`config.mk`:
```
export PLATFORM = sky130hd
export DESIGN_NAME = car_alarm_controller
export DESIGN_NICKNAME = d
export VERILOG_FILES = /design/src/rtl/car_alarm_pkg.sv /design/src/rtl/car_alarm_controller_debounce.sv /design/src/rtl/car_alarm_controller.sv
export SDC_FILE = /design/constraint.sdc
export NUM_CORES = 1
export LEC_CHECK = 0
export CORE_AREA = 2 2 72 74
export DETAILED_ROUTE_END_ITERATION = 8
export DIE_AREA = 0 0 74 76
export PLACE_DENSITY_LB_ADDON = 0.08
export SLEW_MARGIN = 20
export SYNTH_ARGS = -nofsm -noshare
export SYNTH_HDL_FRONTEND = slang
export SYNTH_SLANG_ARGS = --single-unit
```
`constraint.sdc`:
```
create_clock -name clk -period 2.2 [get_ports clk]
set_input_delay 0.22 -clock clk [delete_from_list [all_inputs] [get_ports clk]]
set_output_delay 0.22 -clock clk [all_outputs]
set_load 0.01 [all_outputs]
```
`src/rtl/car_alarm_pkg.sv`:
```
`default_nettype none
// ============================================================================
// Module   : car_alarm_pkg
// Purpose  : Shared definitions for the car alarm controller: state encoding,
//            state width and the counter-width helper.
// Ports    : none (package)
// Revision : 1.0 - initial release
// ============================================================================
package car_alarm_pkg;

    localparam int c_STATE_W = 2;

    typedef enum logic [c_STATE_W-1:0] {
        DISARMED = 2'd0,
        ARMED    = 2'd1,
        ENTRY    = 2'd2,
        ALARM    = 2'd3
    } alarmState_t;

    // Bits needed to hold the values 0..maxVal, never less than one bit.
    function automatic int cntWidth(input int maxVal);
        int w;
        w = $clog2(maxVal + 1);
        if (w < 1) begin
            w = 1;
        end
        return w;
    endfunction

endpackage
`default_nettype wire

```
`src/rtl/car_alarm_controller_debounce.sv`:
```
`default_nettype none
// ============================================================================
// Module   : alarm_debounce
// Purpose  : Single-bit debouncer. The stable output takes a new level only
//            after the raw input has disagreed with it on DEBOUNCE_CYCLES
//            consecutive sampling edges; any agreeing sample restarts the
//            count.
// Ports    : clk    - clock, rising edge
//            reset  - asynchronous, active-high
//            raw    - undebounced input
//            stable - debounced level (0 after reset)
// Revision : 1.0 - initial release
// ============================================================================
module alarm_debounce
    import car_alarm_pkg::*;
#(
    parameter int DEBOUNCE_CYCLES = 4
) (
    input  logic clk,
    input  logic reset,
    input  logic raw,
    output logic stable
);

    localparam int                 c_CNT_W = cntWidth(DEBOUNCE_CYCLES);
    // Count value reached after DEBOUNCE_CYCLES-1 disagreeing samples; the
    // next disagreeing sample is the one that commits the new level.
    localparam logic [c_CNT_W-1:0] c_LAST  = c_CNT_W'(DEBOUNCE_CYCLES - 1);

    logic [c_CNT_W-1:0] r_cnt;
    logic               r_stable;

    always_ff @(posedge clk or posedge reset) begin
        if (reset) begin
            r_cnt    <= '0;
            r_stable <= 1'b0;
        end else if (raw == r_stable) begin
            r_cnt    <= '0;
        end else if (r_cnt >= c_LAST) begin
            r_stable <= raw;
            r_cnt    <= '0;
        end else begin
            r_cnt    <= r_cnt + c_CNT_W'(1);
        end
    end

    assign stable = r_stable;

endmodule
`default_nettype wire

```
`src/rtl/car_alarm_controller.sv`:
```
`default_nettype none
// ============================================================================
// Module   : car_alarm_controller
// Purpose  : Debounced lights-left-on warning plus an arm/disarm intrusion
//            state machine with an entry delay and a timed siren.
// Ports    : clk              - clock, rising edge
//            reset            - asynchronous, active-high
//            CarLightsOnSign  - raw headlights switch
//            OpenDoorSign     - raw door switches, one bit per door
//            IgnitionSignalOn - raw ignition switch
//            ArmRequest       - one-cycle arm pulse
//            DisarmRequest    - one-cycle disarm pulse (wins over arm)
//            CarAlarmSignal   - registered lights-left-on warning
//            SirenOn          - siren drive (state == ALARM)
//            Armed            - high in ARMED, ENTRY and ALARM
//            AlarmState       - current state code
// Revision : 1.0 - initial release
// ============================================================================
module car_alarm_controller
    import car_alarm_pkg::*;
#(
    parameter int NUM_DOORS       = 4,
    parameter int DEBOUNCE_CYCLES = 4,
    parameter int ENTRY_DELAY     = 16,
    parameter int SIREN_TIME      = 64
) (
    input  logic                 clk,
    input  logic                 reset,
    input  logic                 CarLightsOnSign,
    input  logic [NUM_DOORS-1:0] OpenDoorSign,
    input  logic                 IgnitionSignalOn,
    input  logic                 ArmRequest,
    input  logic                 DisarmRequest,
    output logic                 CarAlarmSignal,
    output logic                 SirenOn,
    output logic                 Armed,
    output logic [c_STATE_W-1:0] AlarmState
);

    localparam int c_NUM_IN  = NUM_DOORS + 2;
    localparam int c_LIGHTS  = NUM_DOORS;
    localparam int c_IGN     = NUM_DOORS + 1;
    localparam int c_ENTRY_W = cntWidth(ENTRY_DELAY);
    localparam int c_SIREN_W = cntWidth(SIREN_TIME);

    localparam logic [c_ENTRY_W-1:0] c_ENTRY_LOAD = c_ENTRY_W'(ENTRY_DELAY);
    localparam logic [c_SIREN_W-1:0] c_SIREN_LOAD = c_SIREN_W'(SIREN_TIME);

    // ------------------------------------------------------------------
    // Input debouncing: doors in the low bits, then lights, then ignition.
    // ------------------------------------------------------------------
    logic [c_NUM_IN-1:0] w_rawIn;
    logic [c_NUM_IN-1:0] w_dbIn;

    assign w_rawIn = {IgnitionSignalOn, CarLightsOnSign, OpenDoorSign};

    for (genvar gi = 0; gi < c_NUM_IN; gi++) begin : g_debounce
        alarm_debounce #(
            .DEBOUNCE_CYCLES(DEBOUNCE_CYCLES)
        ) u_debounce (
            .clk   (clk),
            .reset (reset),
            .raw   (w_rawIn[gi]),
            .stable(w_dbIn[gi])
        );
    end

    logic w_anyDoor;
    logic w_lights;
    logic w_ign;
    logic w_intrusion;

    assign w_anyDoor   = |w_dbIn[NUM_DOORS-1:0];
    assign w_lights    = w_dbIn[c_LIGHTS];
    assign w_ign       = w_dbIn[c_IGN];
    assign w_intrusion = w_anyDoor | w_ign;

    // ------------------------------------------------------------------
    // Lights-left-on warning, independent of the intrusion state machine.
    // ------------------------------------------------------------------
    logic r_carAlarm;

    always_ff @(posedge clk or posedge reset) begin
        if (reset) begin
            r_carAlarm <= 1'b0;
        end else begin
            r_carAlarm <= w_lights & w_anyDoor & ~w_ign;
        end
    end

    assign CarAlarmSignal = r_carAlarm;

    // ------------------------------------------------------------------
    // Intrusion state machine with entry and siren down-counters.
    // ------------------------------------------------------------------
    alarmState_t          r_state;
    alarmState_t          w_stateNext;
    logic [c_ENTRY_W-1:0] r_entryCnt;
    logic [c_ENTRY_W-1:0] w_entryCntNext;
    logic [c_SIREN_W-1:0] r_sirenCnt;
    logic [c_SIREN_W-1:0] w_sirenCntNext;

    always_ff @(posedge clk or posedge reset) begin
        if (reset) begin
            r_state    <= DISARMED;
            r_entryCnt <= '0;
            r_sirenCnt <= '0;
        end else begin
            r_state    <= w_stateNext;
            r_entryCnt <= w_entryCntNext;
            r_sirenCnt <= w_sirenCntNext;
        end
    end

    // Counters are loaded with the full delay on entry to their state and
    // the state is left at the edge where the counter reads 1, so the state
    // lasts exactly the loaded number of cycles. Testing <= 1 also keeps a
    // zero count from wrapping.
    always_comb begin
        w_stateNext    = r_state;
        w_entryCntNext = r_entryCnt;
        w_sirenCntNext = r_sirenCnt;
        case (r_state)
            DISARMED: begin
                if (ArmRequest && !DisarmRequest && !w_intrusion) begin
                    w_stateNext = ARMED;
                end
            end
            ARMED: begin
                if (DisarmRequest) begin
                    w_stateNext = DISARMED;
                end else if (w_intrusion) begin
                    w_stateNext    = ENTRY;
                    w_entryCntNext = c_ENTRY_LOAD;
                end
            end
            ENTRY: begin
                if (DisarmRequest) begin
                    w_stateNext    = DISARMED;
                    w_entryCntNext = '0;
                end else if (r_entryCnt <= c_ENTRY_W'(1)) begin
                    w_stateNext    = ALARM;
                    w_entryCntNext = '0;
                    w_sirenCntNext = c_SIREN_LOAD;
                end else begin
                    w_entryCntNext = r_entryCnt - c_ENTRY_W'(1);
                end
            end
            ALARM: begin
                if (DisarmRequest) begin
                    w_stateNext    = DISARMED;
                    w_sirenCntNext = '0;
                end else if (r_sirenCnt <= c_SIREN_W'(1)) begin
                    w_stateNext    = ARMED;
                    w_sirenCntNext = '0;
                end else begin
                    w_sirenCntNext = r_sirenCnt - c_SIREN_W'(1);
                end
            end
            default: begin
                w_stateNext = DISARMED;
            end
        endcase
    end

    // Straight decodes of the state register: these follow an asynchronous
    // reset immediately and carry no extra latency.
    assign SirenOn    = (r_state == ALARM);
    assign Armed      = (r_state != DISARMED);
    assign AlarmState = r_state;

endmodule
`default_nettype wire

```
==> results.sh, run 1 <==
export IMPL_status="completed"
export IMPL_period_share_pct=86.70
export IMPL_clk_transition_reported_paths_ps=80
export IMPL_synth_area_sq_um=1991
export IMPL_slowest_stage="or4_1"
export IMPL_max_freq_mhz=524.3
export IMPL_htreeDepth=2
export IMPL_grt_start_max_net_pins=40
export IMPL_ys_seq_area_share_pct=49.03
export IMPL_end_kind="flip-flop"
export IMPL_worstMarginPinSlew_ps=545.8
export IMPL_synthArstFlopShare_pct=100.0
export IMPL_die_x_microns=74
export IMPL_worstSetupPathType="flip-flop to flip-flop"
export IMPL_hold_viol_final=0
export IMPL_cp_max_fo=6
export IMPL_grt_pass1_vias=1467
export IMPL_grt_pass1_wl_microns=6168
export IMPL_syn_avg_cell_area_sq_um=10.70
export IMPL_cts_buffer_depth=2
export IMPL_max_slew_margin_pct=63.61
export IMPL_synth_cell_types=44
export IMPL_rsz0062_at_grt="no"
export IMPL_drcViolationCount=0
export IMPL_worst_path_stages=6
export IMPL_io_buffers=14
export IMPL_max_stage_delay_ps=570
export IMPL_layout_setup_ws_ps=292.6
export IMPL_cts_setup_buffers=0
export IMPL_cp_arrival_ps=2120
export IMPL_crit_family="compound AO/OA/AOI/OAI gates"
export IMPL_antenna_cells=0
export IMPL_routed_wl_microns=3490
export IMPL_synth_area_leaders="dfrtp_1 (49%), ha_1 (10%), mux2_2 (3.4%), inv_1 (3.0%), nand2_1 (2.6%)"
export IMPL_crit_chain="inv_1 -> ha_1 -> o21bai_1 -> a32oi_1 -> or4_1 -> a21oi_1"
export IMPL_cts_buffers=5
export IMPL_ff2ff_path_depth=6
export IMPL_top_usage_layer="met2"
export IMPL_yosys_area_top_type="dfrtp_1"
export IMPL_ios=15
export IMPL_post_place_ws_ps=334.4
export IMPL_via_count=1443
export IMPL_period_minus_slack_ps=1907
export IMPL_cts_hold_fix_buffers=0
export IMPL_root_buffer="clkbuf_8"
export IMPL_core_region_area_sq_um=4912
export IMPL_use_met2_pct=23.30
export IMPL_postLayoutCellArea_sq_um=2360
export IMPL_placed_area_sq_um=2227
export IMPL_required_ps=2410
export IMPL_cts_sinks=39
export IMPL_synth_edf_count=0
export IMPL_synth_fp_nets=212
export IMPL_cts_repair_resized=0
export IMPL_die_h_microns=76
export IMPL_area_growth_pct=18.54
export IMPL_syn_inst=186
export IMPL_cellLeakagePower_nw=1.088
export IMPL_skew_ps=6.246
export IMPL_drt_wirelength_per_cell_microns=12.55
export IMPL_yosysWarnings=0
export IMPL_synth_top_cell_area_share_pct=49.03
export IMPL_powerDensity_nw_per_um2=1064
export IMPL_dp_hpwl_microns=2636
export IMPL_fin_total_pwr_mw=2.511
export IMPL_antenna_found_initial=0
export IMPL_vias_per_cell=5.191
export IMPL_drive_gt1_share_pct=11.06
export IMPL_post_route_util_pct=48.04
export IMPL_grt_usage_pct=13.97
export IMPL_ant_nets=0
export IMPL_clk_latency_ps=290
export IMPL_synth_seq_cells=39
export IMPL_tns_ps=0
export IMPL_cts_tree="built"
export IMPL_finalMaxSlewViolations=0
export IMPL_grt_overflow=0
export IMPL_drt_iter0_markers=59
export IMPL_hp_class="input port to async pin"
export IMPL_nNetsFinal=233
export IMPL_use_met3_pct=4.497
export IMPL_start_util_pct=40.52
export IMPL_gp_congestion=0.7336
export IMPL_use_met1_pct=16.35
export IMPL_die_area_sq_um=5624
export IMPL_cp_num_buf_inv=1
export IMPL_synthFlopType="dfrtp_1"
export IMPL_vdd_drop_max_mv=0.4445
export IMPL_setup_viol=0
export IMPL_rows=26
export IMPL_critPathLaunchType="flip-flop"
export IMPL_drt_first_pass_iters=4
export IMPL_drv_cap=0
==> layout make-up <==
class | count | area (sq um)
Clock inverter | 2 | 60.06
Multi-Input combinational cell | 128 | 940.9
Sequential cell | 39 | 975.9
Timing Repair Buffer | 17 | 162.7
Fill cell | 468 | 2552
Inverter | 16 | 60.06
Clock buffer | 6 | 72.57
Tap cell | 70 | 87.58
==> layout by cell type, fill, tap and decap left out, drive strengths merged, types with 2 or more instances in the layout <==
cell / Yosys / routed
nor3: 3 / 3
and3: 4 / 4
nand4: 2 / 2
inv: 16 / 16
buf: 2 / 3
o211ai: 2 / 2
clkbuf: 1 / 6
xnor2: 2 / 2
o21bai: 2 / 2
bufinv: 0 / 2
dfrtp: 39 / 39
nor2: 14 / 14
mux2: 6 / 6
a211oi: 6 / 6
nand2: 14 / 14
or4: 4 / 4
ha: 16 / 16
and3b: 3 / 3
clkdlybuf4s50: 0 / 14
o31ai: 4 / 4
a31oi: 3 / 3
xor2: 4 / 4
o21ai: 6 / 6
a21o: 3 / 3
nor3b: 3 / 3
nand3: 2 / 2
a21oi: 9 / 9
==> state kept, by name (all words and copies together), names as in the netlist <==
name,cells
g_debounce.u_debounce.stable,6
CarAlarmSignal,1
g_debounce.u_debounce.r_cnt,18
r_entryCnt,5
AlarmState,2
r_sirenCnt,7
==> synthesized netlist by cell type, types with 2 or more instances <==
| library cell | instances |
|---|---|
| nor3b_1 | 3 |
| a211oi_1 | 6 |
| nor3_1 | 2 |
| inv_1 | 16 |
| or4_1 | 3 |
| o21bai_1 | 2 |
| dfrtp_1 | 39 |
| xor2_1 | 4 |
| xnor2_1 | 2 |
| and3_1 | 4 |
| a21o_1 | 3 |
| nand2_1 | 14 |
| o211ai_1 | 2 |
| o31ai_1 | 4 |
| nor2_1 | 14 |
| and3b_1 | 2 |
| ha_1 | 16 |
| o21ai_0 | 6 |
| a21oi_1 | 9 |
| nand4_1 | 2 |
| mux2_2 | 6 |
| nand3_1 | 2 |
| buf_2 | 2 |
| a31oi_1 | 3 |
==> stage by stage <==
step           std cells  hold slack [ps]
2_1_floorplan        186            370.6
3_3_place_gp         270            440.6
3_5_place_dp         270            452.8
4_1_cts              278            378.2
5_1_grt              278            407.1
6_report             278            351.3
==> worst register-to-register path, stage by stage, from the launching register on <==
cell and delay [ps]:
dfrtp_1 420, inv_1 90, ha_1 130, o21bai_1 170, a32oi_1 290, or4_1 570, a21oi_1 160
==> where the power goes <==
part / leakage [nW] / internal, mW / switching [mW]
clock network: 0.0654 / 0.453 / 0.245
logic: 0.516 / 0.369 / 0.316
registers: 0.507 / 0.932 / 0.196
==> logic make-up after synthesis <==
family,Yosys count,synth area share [%]
AO/OA/AOI/OAI,43,14.71
buffers and inverters,19,3.708
adder cells (fa/ha/maj),16,10.06
multiplexers,7,3.897
XOR/XNOR,6,2.640
flip-flops,39,49.03
AND/OR/NAND/NOR,56,15.97
==> final timing paths <==
check / start / to / slack [ps]
setup reg to reg: r_entryCnt[1] / r_sirenCnt[5] / 290
hold reg to reg: g_debounce[0].u_debounce.r_cnt[0] / g_debounce[0].u_debounce.r_cnt[0] / 460
max in group asynchronous: reset / r_entryCnt[0] / 1500
hold / removal: reset / CarAlarmSignal / 350
setup / recovery: r_entryCnt[1] / r_sirenCnt[5] / 290
min in group clk: g_debounce[0].u_debounce.r_cnt[0] / g_debounce[0].u_debounce.r_cnt[0] / 460
==> metal layers <==
| metal | wire (microns) | part of all wire (%) |
|---|---|---|
| met1 | 1491 | 43 |
| met2 | 1810 | 52 |
| met3 | 138 | 4.0 |
| met4 | 48 | 1.4 |
| met5 | 0 | 0 |
Power figures use the tool's default switching activity.
==> run 2: changes to the inputs <==
- clock period: 2.2 -> 1.6 ns (I/O delays scaled with it)
==> run 2 against run 1 <==
  * The run now ends with negative setup slack left
  * Power increased by 52%
  * Largest cell class is now multi-input gates
  * Register-to-register slack lost 430 ps
  * Maximum frequency increased by 9.7%
  * Clock-buffer cell count down 1
  * Cell count is 14% higher
  * Global-route usage up 1.9 points
==> results.sh, run 2 (synthesis results as in run 1) <==
export IMPL_antenna_found_initial=0
export IMPL_cp_max_fo=3
export IMPL_vias_per_cell=4.946
export IMPL_required_ps=1820
export IMPL_drive_gt1_share_pct=32.79
export IMPL_skew_ps=3.553
export IMPL_final_seq_area_sq_um=978.4
export IMPL_area_growth_pct=38.03
export IMPL_ios=15
export IMPL_grt_overflow=0
export IMPL_multi_input_area_sq_um=1045
export IMPL_setup_viol=7
export IMPL_core_region_area_sq_um=4912
export IMPL_clk_transition_reported_paths_ps=80
export IMPL_period_share_pct=108.7
export IMPL_drt_wirelength_per_cell_microns=12.78
export IMPL_powerDensity_nw_per_um2=1388
export IMPL_die_x_microns=74
export IMPL_drcViolationCount=0
export IMPL_nNetsFinal=272
export IMPL_dp_hpwl_microns=3020
export IMPL_drt_iter0_markers=55
export IMPL_via_count=1568
export IMPL_nFillCells=445
export IMPL_root_buffer="clkbuf_8"
export IMPL_vdd_drop_max_mv=0.8631
export IMPL_status="complete, but fails checks"
export IMPL_cts_buffers=5
export IMPL_period_minus_slack_ps=1739
export IMPL_cellLeakagePower_nw=1.309
export IMPL_hold_viol_final=0
export IMPL_htreeDepth=2
export IMPL_gp_congestion=0.8340
export IMPL_final_cell_mix="buf_4 (40), dfrtp_1 (37), inv_1 (15), ha_1 (15)"
export IMPL_finalMaxSlewViolations=0
export IMPL_layout_setup_ws_ps=-139.4
export IMPL_cts_sinks=39
export IMPL_antenna_cells=0
export IMPL_rsz0062_at_grt="yes"
export IMPL_failed_checks="negative setup slack"
export IMPL_largest_reg_flops=18
export IMPL_worstMarginPinSlew_ps=490.0
export IMPL_grt_start_max_net_pins=40
export IMPL_grt_usage_pct=15.89
export IMPL_rows=26
export IMPL_cp_startpoint="g_debounce[2].u_debounce.stable"
export IMPL_cp_arrival_ps=1960
export IMPL_grt_pass1_wl_microns=7031
export IMPL_reg2reg_from="g_debounce[2].u_debounce.stable"
export IMPL_end_kind="flip-flop"
export IMPL_worstSetupPathType="flip-flop to flip-flop"
export IMPL_critPathLaunchType="flip-flop"
export IMPL_start_util_pct=40.52
export IMPL_max_freq_mhz=574.9
export IMPL_die_h_microns=76
export IMPL_drv_cap=0
export IMPL_drt_first_pass_iters=4
export IMPL_regMostFlops="g_debounce.u_debounce.r_cnt"
export IMPL_io_buffers=14
export IMPL_whs_ps=288.1
export IMPL_layout_commonest_cell="buf_4"
export IMPL_cts_tree="built"
export IMPL_routed_wl_microns=4050
export IMPL_clk_latency_ps=280
export IMPL_grt_pass1_vias=1625
export IMPL_ant_nets=0
export IMPL_max_slew_margin_pct=67.33
export IMPL_die_area_sq_um=5624
export IMPL_tns_ps=-524.1
export IMPL_cts_buffer_depth=2
export IMPL_hp_class="input port to async pin"
-- run 2: worst paths after layout --
kind | endpoint | slack (ps) | cells past startpoint
min in group clk | g_debounce[1].u_debounce.r_cnt[0] | 480 | 1
worst max-delay path | AlarmState[0] | -140 | 4
worst max register to register | AlarmState[0] | -140 | 4
max in group asynchronous | AlarmState[0] | 940 | 3
worst min register to register | g_debounce[1].u_debounce.r_cnt[0] | 480 | 1
worst min-delay path | g_debounce[5].u_debounce.r_cnt[1] | 290 | 3
-- run 2: area by class of cell --
cell class / instances / share of cell area, %
Clock buffer: 5 / 2.505
Sequential cell: 39 / 35.61
Inverter: 16 / 2.186
Timing Repair Buffer: 56 / 16.89
Multi-Input combinational cell: 128 / 38.02
Tap cell: 70 / 3.188
Clock inverter: 3 / 1.594
-- run 2: stage by stage --
step | worst slack (ps) | util (%) | instance area (sq um) | power (mW) | std cells
floorplan | -94.63 | - | 2002 | 2.270 | 186
global placement | -97.09 | 50.15 | 2464 | 2.740 | 300
detailed placement | -130.2 | 50.15 | 2464 | 2.843 | 300
CTS | -131.2 | 54.53 | 2679 | 3.789 | 315
global route | -217.8 | 55.93 | 2748 | 4.133 | 317
finish | -139.4 | 55.93 | 2748 | 3.814 | 317
-- run 2: routing by layer --
| metal | GRT usage [%] | part of all wire, % | vias to the layer above |
|---|---|---|---|
| met1 | 19.57 | 42 | 766 |
| met2 | 27.05 | 56 | 10 |
| met5 | 0 | 0 | - |
| li1 | - | - | 788 |
| met4 | 4.545 | 0.84 | 0 |
| met3 | 3.968 | 1.7 | 4 |
-- run 2: worst max-delay path, cell delays in order, from the launching register on --
cell and delay (ps):
dfrtp_1 390, or4_4 540, or4b_1 490, a21oi_2 130, a22o_2 130
-- run 2: repair_timing --
item                       CTS  global route
buffers inserted             7             2
pin swaps                    4             6
resized for setup           12            13
hold buffers                 0             0
setup endpoints to repair   18            19
-- run 2: power breakdown --
part / internal (mW) / leakage (nW) / total (mW) / switching, mW
logic: 0.861 / 0.748 / 1.49 / 0.627
clock network: 0.464 / 0.0581 / 0.803 / 0.339
registers: 1.28 / 0.503 / 1.52 / 0.241
total: 2.61 / 1.31 / 3.81 / 1.21
